<file path="config.mk">
export PLATFORM = sky130hd
export DESIGN_NAME = pipe_cla_add
export DESIGN_NICKNAME = d
export VERILOG_FILES = /design/src/rtl/alu_defs.sv /design/src/rtl/cla_group4.sv /design/src/rtl/pipe_cla_add.sv
export SDC_FILE = /design/constraint.sdc
export NUM_CORES = 1
export LEC_CHECK = 0
export ABC_AREA = 1
export ABC_CLOCK_PERIOD_IN_PS = 4700
export BUFFER_PORTS_ARGS = -buffer_cell sky130_fd_sc_hd__buf_2
export CAP_MARGIN = 20
export CORE_MARGIN = 8
export CORE_UTILIZATION = 57
export DETAILED_ROUTE_END_ITERATION = 16
export PLACE_DENSITY = 0.84
export SYNTH_ARGS = -nofsm -noshare
export SYNTH_HDL_FRONTEND = slang
export SYNTH_SLANG_ARGS = --single-unit
</file>
<file path="constraint.sdc">
create_clock -name clk -period 4.7 [get_ports clk]
set_clock_uncertainty 0.05 [all_clocks]
set_input_delay 0.47 -clock clk [delete_from_list [all_inputs] [get_ports clk]]
set_output_delay 0.47 -clock clk [all_outputs]
set_load 0.05 [all_outputs]
</file>
<file path="src/rtl/alu_defs.sv">
// Shared ALU datapath definitions.
//   CLA_GROUP_W : width of one carry-lookahead group
//   group_count : number of lookahead groups for a given operand width
//   FLAG_*      : bit positions inside the registered result flag vector
package alu_defs;

  localparam int unsigned CLA_GROUP_W = 4;

  localparam int unsigned FLAG_CO   = 0;
  localparam int unsigned FLAG_OFL  = 1;
  localparam int unsigned FLAG_ZERO = 2;
  localparam int unsigned FLAG_W    = 3;

  function automatic int unsigned group_count(input int unsigned width);
    return width / CLA_GROUP_W;
  endfunction

endpackage

</file>
<file path="src/rtl/cla_group4.sv">
// 4-bit carry-lookahead slice.
// Ports:
//   a, b : 4-bit operand slices
//   ci   : carry into bit 0 of the slice
//   s    : 4-bit sum
//   p, g : group propagate / generate for the second-level lookahead
module cla_group4 (
  input  logic [3:0] a,
  input  logic [3:0] b,
  input  logic       ci,
  output logic [3:0] s,
  output logic       p,
  output logic       g
);

  logic [3:0] pb;
  logic [3:0] gb;
  logic [3:0] c;

  always_comb begin
    pb   = a ^ b;
    gb   = a & b;
    c[0] = ci;
    c[1] = gb[0] | (pb[0] & ci);
    c[2] = gb[1] | (pb[1] & gb[0]) | (pb[1] & pb[0] & ci);
    c[3] = gb[2] | (pb[2] & gb[1]) | (pb[2] & pb[1] & gb[0]) | (pb[2] & pb[1] & pb[0] & ci);
    s    = pb ^ c;
    p    = &pb;
    g    = gb[3] | (pb[3] & gb[2]) | (pb[3] & pb[2] & gb[1]) | (pb[3] & pb[2] & pb[1] & gb[0]);
  end

endmodule

</file>
<file path="src/rtl/pipe_cla_add.sv">
// Pipelined carry-lookahead adder with valid/ready handshake.
// WIDTH bits are split into 4-bit groups; STAGES slices of groups are evaluated one per
// cycle, with the inter-slice carry, the not-yet-used operand bits and the finished low sum
// bits registered at every slice boundary. The final slice feeds one output register that
// holds Sum and the CO/Ofl/Zero flags together.
// Optional: define PIPE_CLA_SUB_EN to add the Sub input (Sum = A - B, CI ignored).
// Ports:
//   clk, rst_n          : clock, asynchronous active-low reset
//   in_valid, in_ready  : input handshake (in_ready = pipeline may advance)
//   A, B, CI            : operands and carry-in
//   Sub                 : subtract select (PIPE_CLA_SUB_EN only)
//   out_valid, out_ready: output handshake
//   Sum, CO, Ofl, Zero  : result and flags
module pipe_cla_add
  import alu_defs::*;
#(
  parameter int unsigned WIDTH  = 16,
  parameter int unsigned STAGES = 2
) (
  input  logic             clk,
  input  logic             rst_n,
  input  logic             in_valid,
  output logic             in_ready,
  input  logic [WIDTH-1:0] A,
  input  logic [WIDTH-1:0] B,
  input  logic             CI,
`ifdef PIPE_CLA_SUB_EN
  input  logic             Sub,
`endif
  output logic             out_valid,
  input  logic             out_ready,
  output logic [WIDTH-1:0] Sum,
  output logic             CO,
  output logic             Ofl,
  output logic             Zero
);

  localparam int unsigned NumGroups = group_count(WIDTH);
  localparam int unsigned Gps       = NumGroups / STAGES;
  localparam int unsigned Sw        = Gps * CLA_GROUP_W;

  logic             advance;
  logic [WIDTH-1:0] b_eff;
  logic             cin_eff;

  // Every register moves together; a stalled output freezes the whole pipe, bubbles included.
  assign advance  = !out_valid || out_ready;
  assign in_ready = advance;

`ifdef PIPE_CLA_SUB_EN
  assign b_eff   = Sub ? ~B : B;
  assign cin_eff = Sub ? 1'b1 : CI;
`else
  assign b_eff   = B;
  assign cin_eff = CI;
`endif

  // Stage k consumes the low Sw bits of the operand bits still pending.
  for (genvar k = 0; k < STAGES; k++) begin : g_stg
    localparam int unsigned RemW  = WIDTH - k * Sw;
    localparam int unsigned DoneW = (k + 1) * Sw;

    logic [RemW-1:0]  a_in;
    logic [RemW-1:0]  b_in;
    logic             cin;
    logic             v_in;
    logic [Gps-1:0]   gp;
    logic [Gps-1:0]   gg;
    logic [Gps:0]     gc;
    logic [Sw-1:0]    s_slice;
    logic [DoneW-1:0] s_acc;

    if (k == 0) begin : g_head
      assign a_in  = A;
      assign b_in  = b_eff;
      assign cin   = cin_eff;
      assign v_in  = in_valid;
      assign s_acc = s_slice;
    end else begin : g_tail
      assign a_in  = g_bnd[k-1].a_q;
      assign b_in  = g_bnd[k-1].b_q;
      assign cin   = g_bnd[k-1].c_q;
      assign v_in  = g_bnd[k-1].v_q;
      assign s_acc = {s_slice, g_bnd[k-1].s_q};
    end

    for (genvar j = 0; j < Gps; j++) begin : g_grp
      cla_group4 u_grp (
        .a  (a_in[j*CLA_GROUP_W +: CLA_GROUP_W]),
        .b  (b_in[j*CLA_GROUP_W +: CLA_GROUP_W]),
        .ci (gc[j]),
        .s  (s_slice[j*CLA_GROUP_W +: CLA_GROUP_W]),
        .p  (gp[j]),
        .g  (gg[j])
      );
    end

    // Second-level lookahead: each group carry is a flat OR of generate/propagate paths.
    assign gc[0] = cin;
    for (genvar i = 0; i < Gps; i++) begin : g_la
      logic [i+1:0] terms;
      assign terms[0] = cin & (&gp[i:0]);
      for (genvar j = 0; j <= i; j++) begin : g_t
        if (j == i) begin : g_own
          assign terms[j+1] = gg[j];
        end else begin : g_prop
          assign terms[j+1] = gg[j] & (&gp[i:j+1]);
        end
      end
      assign gc[i+1] = |terms;
    end
  end

  // Boundary registers between stage k and stage k+1.
  for (genvar k = 0; k < STAGES - 1; k++) begin : g_bnd
    localparam int unsigned RemW  = WIDTH - k * Sw;
    localparam int unsigned HiW   = WIDTH - (k + 1) * Sw;
    localparam int unsigned DoneW = (k + 1) * Sw;

    logic [HiW-1:0]   a_q;
    logic [HiW-1:0]   b_q;
    logic [DoneW-1:0] s_q;
    logic             c_q;
    logic             v_q;

    always_ff @(posedge clk or negedge rst_n) begin
      if (!rst_n) begin
        a_q <= '0;
        b_q <= '0;
        s_q <= '0;
        c_q <= 1'b0;
        v_q <= 1'b0;
      end else if (advance) begin
        a_q <= g_stg[k].a_in[RemW-1:Sw];
        b_q <= g_stg[k].b_in[RemW-1:Sw];
        s_q <= g_stg[k].s_acc;
        c_q <= g_stg[k].gc[Gps];
        v_q <= g_stg[k].v_in;
      end
    end
  end

  logic [WIDTH-1:0]  sum_fin;
  logic              a_msb;
  logic              b_msb;
  logic [FLAG_W-1:0] flags_d;
  logic [FLAG_W-1:0] flags_q;
  logic [WIDTH-1:0]  sum_q;
  logic              valid_q;

  assign sum_fin = g_stg[STAGES-1].s_acc;
  assign a_msb   = g_stg[STAGES-1].a_in[Sw-1];
  assign b_msb   = g_stg[STAGES-1].b_in[Sw-1];

  always_comb begin
    flags_d            = '0;
    flags_d[FLAG_CO]   = g_stg[STAGES-1].gc[Gps];
    // b_msb is the effective operand, so subtraction overflow falls out of the same rule.
    flags_d[FLAG_OFL]  = (a_msb == b_msb) && (sum_fin[WIDTH-1] != a_msb);
    flags_d[FLAG_ZERO] = (sum_fin == '0);
  end

  always_ff @(posedge clk or negedge rst_n) begin
    if (!rst_n) begin
      valid_q <= 1'b0;
      sum_q   <= '0;
      flags_q <= '0;
    end else if (advance) begin
      valid_q <= g_stg[STAGES-1].v_in;
      sum_q   <= sum_fin;
      flags_q <= flags_d;
    end
  end

  assign out_valid = valid_q;
  assign Sum       = sum_q;
  assign CO        = flags_q[FLAG_CO];
  assign Ofl       = flags_q[FLAG_OFL];
  assign Zero      = flags_q[FLAG_ZERO];

endmodule
</file>
# Word level (Yosys, flattened, before mapping)
# Index checks and enable logic that the tools add are counted.
# W data, S select, Z words.
# op_classes
eq_ne	2
bitwise	110
n_reduce_logical	14
# ops
operator	count
$and A1 B1 Y1	62
$or A1 B1 Y1	36
$xor A4 B4 Y4	8
$and A4 B4 Y4	4
$logic_not A16 Y1	1
$reduce_and A4 Y1	4
$reduce_and A8 Y1	2
$reduce_or A3 Y1	2
$reduce_or A2 Y1	2
$eq A1 B1 Y1	1
$logic_and A1 B1 Y1	1
$logic_not A1 Y1	1
$logic_or A1 B1 Y1	1
$ne A1 B1 Y1	1
# word_totals
reg_bits	46
input_bits	37
output_inout_bits	21
wordCells	134

# Logic depth before layout (Yosys ltp)
# Gate-level depths: netlist of run 1.
# depth
depth_word	11
depth_mapped	14
mapped_depth_nobuf	14

# By module
# Synthesis of run 1 repeated with hierarchy kept, for this count alone.
# hier_totals
cells_unflattened	347
area_unflattened_um2	2656.3
# by_module_without_submodules
mod	instances	cells_each	area_per_inst_um2
pipe_cla_add	1	217	1845.5
cla_group4 (g_stg[1].g_grp[0].u_grp ...)	2	33	203.9
cla_group4 (g_stg[0].g_grp[0].u_grp ...)	2	32	201.4

# Worst setup path after synthesis of run 1
# No wires, ideal clock.
# synth_path
path_kind	register -> register
startpoint	register g_bnd[0].a_q[3]
endpoint	register flags_q[2]
setup_ns	0.066
arrival_time_ns	2.083
t_required_ns	4.584
slack_ns	2.501
stages_incl_launch_ff	15
path_buffers	0
cell_sequence	dfrtp_1 -> ha_1 -> nand2_1 -> nand2_1 -> nor2_2 -> nand3_2 -> fa_1 -> nor2_1 -> and2_0 -> nand2_1 -> nor2_1 -> nand3_1 -> nor2_1 -> nand3_2 -> nand2_1
# synth_via
elab_cells_between_ends	22
classes_between	19 x bitwise; 3 x reduce/logical
# synth_lines
element	line	source
start, declared	pipe_cla_add.sv:120	logic [HiW-1:0] a_q;
start signal, assigned	pipe_cla_add.sv:134	a_q <= g_stg[k].a_in[RemW-1:Sw];
$xor A4 B4 Y4	cla_group4.sv:21	pb = a ^ b;
$and A1 B1 Y1	cla_group4.sv:29	g = gb[3] | (pb[3] & gb[2]) | (pb[3] & pb[2] & gb[1]) | (pb[3] & pb[2] & pb[1] & gb[0]);
$or A1 B1 Y1 or $and A1 B1 Y1 (tied branches) (2 in series)	cla_group4.sv:29	
$or A1 B1 Y1	cla_group4.sv:29	
$reduce_or A2 Y1 *	pipe_cla_add.sv:110	assign gc[i+1] = |terms;
$xor A4 B4 Y4 *	cla_group4.sv:27	s = pb ^ c;
net g_stg[1].g_grp[1].u_grp.s[0]	cla_group4.sv:11	output logic [3:0] s,
$logic_not A16 Y1 *	pipe_cla_add.sv:160	flags_d[FLAG_ZERO] = (sum_fin == '0);
end signal, assigned	pipe_cla_add.sv:171	flags_q <= flags_d;
end, declared	pipe_cla_add.sv:147	logic [FLAG_W-1:0] flags_q;
# The timed path passes the listed nets; every way through them passes the cells marked *.
# A chain may end at the register's enable or synchronous reset.

# Worst setup path after layout of run 1
# Ends and elaborated chain as after synthesis.

==> impl_results.md, run 1 <==
- Final setup fails: 0
- Net Sw Power: 0.603 mW
- Tmin final: 2.38 ns
- Max Freq: 420 MHz
- DRC: 0
- Hold Path End: g_bnd[0].b_q[7]
- DPL Wire Length: between 3000 and 4000 um
- Startpoint of the worst hold path: B[15]
- Startpoint types: register
- Area after DPL: 2780 um^2
- Setup Crit Path Kind: reg -> reg
- Post-CTS sizing: 0
- RR Startpoint: g_bnd[0].a_q[3]
- Lkg Pwr: about 1.6 nW
- Clk slew on worst S/H paths: around 0.090 ns
- Global Route Usage Sum: roughly 17%
- Worst-path maximum fanout: 5
- PnR worst setup slack: ~2.3 ns
- Largest net degree at the start of global routing: 53
- R2R Setup Slk: 2.32 ns
- Clk sink count: 46
- Critical Path End Type: register
- Clock buffer depth: 2
- FP Rows: 24
- Seq cells post-synth: 46
- Die Y: 81.5 um
- Initial antenna violation count: 0
- # port buffers: 57
- Worst Path Arrival: 2.57 ns
- Actual slew at the worst max-slew pin: a little under 0.5 ns
- Area grow syn2layout: 19.4%
- First-pass GRT wire length: 9180 um
- Pwr Density: 483 nW/um^2
- Syn_nets: 352
- Maximum vdd drop: 0.215 mV
- Max Cap Viol: 0
- Cells after Synth: 295
- Grt total ovfl: 0
- Starting Density: a little under 60%
- Class of the worst hold path: in -> reg
- WHS: 0.318 ns
- Synth warn: 0
- DR vias: a little over 2,000
- Fin Setup TNS: 0 ns
- Number of global-route vias before repair: 2,043
- Final ANT Viol Nets: 0
- Final net count: around 410
- Worst-Skew Late Latency: 0.30 ns
- Total CTS buffers: 5
- FF-to-FF End: flags_q[2]
- Fin area: 2920 um^2
- H-tree depth: 2
- IO Count: 58
- Status: finished, final reports clean
- Clock power share: 20.5%
- Relative slew slack: between 60% and 70%
- Post-synth cell types: 26
- Reg power frac: about two fifths
- RSZ-0062 raised after global routing: no
- Comb power frac: 41.1%
- Syn Area/Cell: 8.28 um^2
- Period utilization: between 50% and 60%
- Fin. max-slew vios: 0
- Hold depth: 3
- Routed WL: 5300 um
- Core area: 4230 um^2
- Post-Syn Area: 2440 um^2
- Initial drt markers: approximately 140
- Sequential element share of the synthesized area: 47.1%
- Die area: 6640 um^2
- Final Hold Viols: 0
- N_diodes: 0
- WP data required: 4.89 ns
- Most frequent cells in the layout: 113 x nand2_1, 57 x buf_2, 46 x dfrtp_1
- Share of layout cells above drive strength 1: 22.3%
- Pre-CTS WS: 2.34 ns
- R2R cell count: 14
- DR WL/cell: 13.0 um
- Internal Power: 0.806 mW
- Vias per cell: ~5
- Root Buffer: clkbuf_8
- Final Util: 68.9%
- CTS tree: yes
- Initial DRT Pass Iterations: 4
- Commonest non-fill, non-tap cell in the layout: nand2_1
- Die Width: 81.5 um
- Sw Ratio: 42.8%
- Placer Congestion: 0.879
## metal layers
| layer | routed length, um | part of all wire, % | vias up | GRT usage [%] |
|---|---|---|---|---|
| met5 | 0 | 0 | - | 0 |
| met4 | 108 | 2.0 | 0 | 6.25 |
| met3 | 276 | 5.2 | 10 | 3.83 |
| met2 | 2500 | 47 | 52 | 28.0 |
| met1 | 2410 | 46 | 926 | 22.3 |
| li1 | - | - | 1057 | - |
## synthesized netlist by cell type
library cell | count | area share (%)
and3_1 | 1 | 0.26
a31oi_1 | 3 | 0.77
inv_1 | 24 | 3.7
xnor2_1 | 3 | 1.1
fa_1 | 4 | 3.3
nor2_1 | 17 | 2.6
a21o_1 | 2 | 0.61
a21oi_1 | 7 | 1.4
nand4_1 | 5 | 1.3
xor2_1 | 1 | 0.36
o21ai_0 | 18 | 3.7
nand2_2 | 5 | 1.3
clkbuf_1 | 8 | 1.2
and2_0 | 1 | 0.26
nand2_1 | 113 | 17
o21ai_1 | 1 | 0.20
a22oi_1 | 1 | 0.31
and3_2 | 1 | 0.31
nand3b_1 | 3 | 0.92
dfrtp_1 | 46 | 47
ha_1 | 16 | 8.2
nand3_2 | 2 | 0.82
o21ai_2 | 1 | 0.36
buf_2 | 1 | 0.20
nor2_2 | 2 | 0.51
nand3_1 | 9 | 1.8
## registers in the layout, indices dropped and copies added, names as in the netlist
name and flops:
g_bnd.s_q 8, flags_q 3, g_bnd.b_q 8, g_bnd.v_q 1, Sum 16, g_bnd.c_q 1, g_bnd.a_q 8, out_valid 1
## power groups by stage
stage	logic, mW	clock network [mW]	registers (mW)
2_1_floorplan	0.237	0	0.736
3_3_place_gp	0.565	0	0.544
3_5_place_dp	0.576	0	0.546
4_1_cts	0.580	0.293	0.539
5_1_grt	0.640	0.310	0.552
6_report	0.579	0.289	0.541
## worst max path at each step
stage / start / endpoint / cells past startpoint
final: g_bnd[0].a_q[3] / flags_q[2] / 14
after global routing: g_bnd[0].a_q[1] / flags_q[2] / 14
after CTS: out_valid / in_ready / 6
after detailed placement: g_bnd[0].a_q[3] / flags_q[2] / 14
after global placement: g_bnd[0].a_q[3] / flags_q[2] / 14
after floorplan: g_bnd[0].a_q[3] / flags_q[2] / 14
## stage by stage
step,cells,power [mW]
after floorplan,295,0.972
after global placement,397,1.11
after detailed placement,397,1.12
after CTS,405,1.41
after global routing,407,1.50
final,407,1.41
## kinds of logic (layout without fill, tap and decap cells)
kind of cell             Yosys count  after routing  synth area share [%]
buffers and inverters             33             93                  5.12
AND/OR/NAND/NOR                  159            159                  27.5
flip-flops                        46             46                  47.1
XOR/XNOR                           4              4                  1.43
AO/OA/AOI/OAI                     33             33                  7.38
adder cells (fa/ha/maj)           20             20                  11.5
## cell type report
type,instances,area (um^2)
Clock buffer,5,68.8
Clock inverter,3,40.0
Fill cell,338,1320
Inverter,24,90.1
Multi-Input combinational cell,216,1170
Sequential cell,46,1150
Tap cell,52,65.1
Timing Repair Buffer,61,330
## critical path: stages (launching register included)
cell and delay, ns:
dfrtp_1 0.39, ha_1 0.36, nand2_1 0.09, nand2_1 0.06, nor2_2 0.11, nand3_2 0.11
fa_1 0.48, nor2_1 0.09, and2_0 0.12, nand2_1 0.04, nor2_1 0.09, nand3_1 0.07
nor2_1 0.13, nand3_2 0.08, nand2_1 0.05
## timing repair
action / 4_1_cts / 5_1_grt
buffers inserted: 0 / 0
setup endpoints to repair: 0 / 0
endpoints found under the hold margin: 0 / 3
hold buffers: 0 / 1
Note: power is estimated with default switching activity, not from simulation.
==> run 2, diff against run 1 <==
- ABC_AREA: 1 -> 0
- ABC_CLOCK_PERIOD_IN_PS: 4700 -> 2100
- CORE_UTILIZATION: 57 -> 48
- PLACE_DENSITY: 0.84 -> 0.76
- clock period: 4.7 -> 2.1 ns (I/O delays scaled with it)
==> run 2 against run 1 <==
  * The run now ends with negative setup slack left
  * Register-to-register slack got worse by 2.7 ns
  * Flip-flop and latch count did not move
  * Via count fell by 8.6%
  * Worst setup slack got worse by 2.7 ns
  * Utilization fell by 6.3 points
  * Sequential power rose by 130%
  * Wire length fell by 4.1%
  * Synthesized cell count fell by 15%
  * Largest cell class unchanged
==> impl_results.md, run 2 <==
- Vias per cell: around 4.8
- Max FFs per register: 16
- R2R Setup Slk: -0.40 ns
- Clock buffer depth: 2
- Pwr Density: 1090 nW/um^2
- Most frequent cells in the layout: 88 x nand2_1, 57 x buf_2, 46 x dfrtp_1
- # port buffers: 57
- RR Startpoint: g_bnd[0].a_q[3]
- Root Buffer: clkbuf_8
- Crit path to: flags_q[2]
- Post-synth top cells: 89 x nand2_1, 46 x dfrtp_1, 16 x ha_1
- Die area: 7400 um^2
- Clock power share: 16.3%
- DR vias: 1,870
- Grt total ovfl: 0
- Max Freq: 400 MHz
- Critical Path End Type: register
- Final net count: 376
- CP startpoint: g_bnd[0].a_q[3]
- Count leader, synth: nand2_1
- Initial antenna violation count: 0
- Final Hold Viols: 0
- Startpoint types: register
- Post-Syn Area: 2350 um^2
- H-tree depth: 2
- Period utilization: 119%
- Maximum vdd drop: 0.507 mV
- Class of the worst hold path: in -> reg
- Core area: 4720 um^2
- Net Sw Power: 1.39 mW
- Setup Crit Path Kind: reg -> reg
- Top FF cell, synth: dfrtp_1
- PnR worst setup slack: -0.402 ns
- Initial drt markers: 67
- Max Cap Viol: 0
- Syn Area/Cell: 9.41 um^2
- Synth warn: 0
- Startpoint of the worst hold path: in_valid
- Worst Path Arrival: ~2.7 ns
- Yosys top cell area share: 48.9%
- Placer Congestion: roughly 0.78
- Cells after Synth: 250
- Seq cells post-synth: 46
- FP Rows: 25
- Routed WL: 5080 um
- WP data required: 2.28 ns
- EDFF count, synth: 0
- Starting Density: 49.8%
- Commonest non-fill, non-tap cell in the layout: nand2_1
- CTS tree: yes
- Synth top area cells: dfrtp_1 49%, nand2_1 14%, ha_1 8.5%, fa_1 3.4%, a21oi_1 3.2%
- DPL Wire Length: 3880 um
- RSZ-0062 raised after global routing: yes
- Die Y: between 80 and 90 um
- Worst-Skew Late Latency: 0.30 ns
- Syn_nets: 307
- Reg power frac: 38.4%
- Comb power frac: 45.3%
- Most area-hungry cell type in the Yosys netlist: dfrtp_1
- Final ANT Viol Nets: 0
- Initial DRT Pass Iterations: 4
- Area grow syn2layout: 25.6%
- Fin. max-slew vios: 0
- Largest net degree at the start of global routing: 33
- Dpl cells: between 300 and 400
- IO Count: just under 60
- Tmin final: between 2 and 3 ns
- DRC: 0
- FF-to-FF End: flags_q[2]
- Actual slew at the worst max-slew pin: 0.431 ns
- Fraction of registers with async set or reset after synthesis: 100%
- Final cell count without fillers: 387
- Total CTS buffers: 5
- Relative slew slack: slightly above 70%
- First-pass GRT wire length: 8670 um
- Failing checks: negative setup slack
- N_diodes: 0
- Pre-CTS WS: -0.427 ns
- Global Route Usage Sum: 14.3%
- Share of layout cells above drive strength 1: around 30%
- Sw Ratio: 43.2%
- Number of global-route vias before repair: 1,986
- Clk slew on worst S/H paths: 0.08 ns
- Lkg Pwr: 1.53 nW
- Internal Power: 1.83 mW
- Sequential element share of the synthesized area: 48.9%
- WHS: 0.0595 ns
- Post-synth cell types: 37
- DR WL/cell: between 10 and 15 um
- Worst-path maximum fanout: 2
- Status: finished, violations left
- Die Width: about 86 um
- Clk sink count: 46
- R2R cell count: 9
- Final setup fails: 3
-- run 2: power groups by stage --
| stage | clock network [mW] | logic, mW | registers [mW] |
|---|---|---|---|
| 2_1_floorplan | 0 | 0.539 | 1.69 |
| 5_1_grt | 0.578 | 1.58 | 1.27 |
| 6_report | 0.524 | 1.46 | 1.24 |
| 3_5_place_dp | 0 | 1.36 | 1.25 |
| 4_1_cts | 0.540 | 1.40 | 1.24 |
| 3_3_place_gp | 0 | 1.33 | 1.24 |
-- run 2: repair_timing --
item	4_1_cts	5_1_grt
endpoints found under the setup margin	6	6
hold buffers	1	0
hold endpoints to repair	14	0
setup buffers	1	3
resized for setup	3	6
pin swaps	3	2
-- run 2: cell type report --
class / count / area [um^2]
fillers: 413 / 1770
multi-input cells: 184 / 1190
flip-flops and latches: 46 / 1150
repair buffers: 72 / 400
well taps: 67 / 83.8
clock buffers: 6 / 72.6
inverters: 10 / 37.5
clock inverters: 2 / 13.8
-- run 2: how the worst min path moves through the flow --
stage                            to  slack [ns]  cells after the start
finish                 g_bnd[0].v_q        0.06                      3
global route        g_bnd[0].b_q[4]        0.06                      3
CTS                    g_bnd[0].v_q        0.05                      3
detailed placement       flags_q[1]        0.08                      1
global placement         flags_q[1]        0.08                      1
floorplan                    Sum[0]       -0.14                      0
-- run 2: cells by family (layout without fill, tap and decap cells) --
kind of cell / count (synthesis) / count (layout) / share of synthesized area [%]
xor gates and xnor gates: 12 / 12 / 4.79
adders and majority gates: 20 / 20 / 11.9
AOI/OAI and AO/OA: 38 / 38 / 11.5
and+or+nand+nor: 114 / 114 / 19.7
buffers and inverters: 20 / 90 / 3.19
DFF: 46 / 46 / 48.9
-- run 2: critical path: stages (launching register included) --
cell and delay [ns]:
dfrtp_1 0.40, ha_1 0.32, and3_1 0.19, o2bb2ai_2 0.12
or2_4 0.23, fa_2 0.46, nor4b_4 0.23, nand4_1 0.15
nor3_2 0.12, a32o_1 0.17
-- run 2: routing by layer --
metal / up-vias / global-route usage [%] / share of wire, %
li1: 949 / - / -
met1: 865 / 15.5 / 43
met2: 50 / 25.5 / 49
met3: 6 / 4.78 / 6.9
met4: 0 / 4.30 / 1.4
met5: - / 0 / 0
-- run 2: through the flow --
step / setup TNS, ns / utilization [%] / cell area [um^2] / power, mW
floorplan: -0.322 / - / 2370 / 2.23
global placement: -0.365 / 58.9 / 2780 / 2.57
detailed placement: -0.581 / 58.9 / 2780 / 2.61
CTS: -0.478 / 61.6 / 2910 / 3.18
global route: -1.08 / 62.5 / 2950 / 3.43
finish: -0.511 / 62.5 / 2950 / 3.22
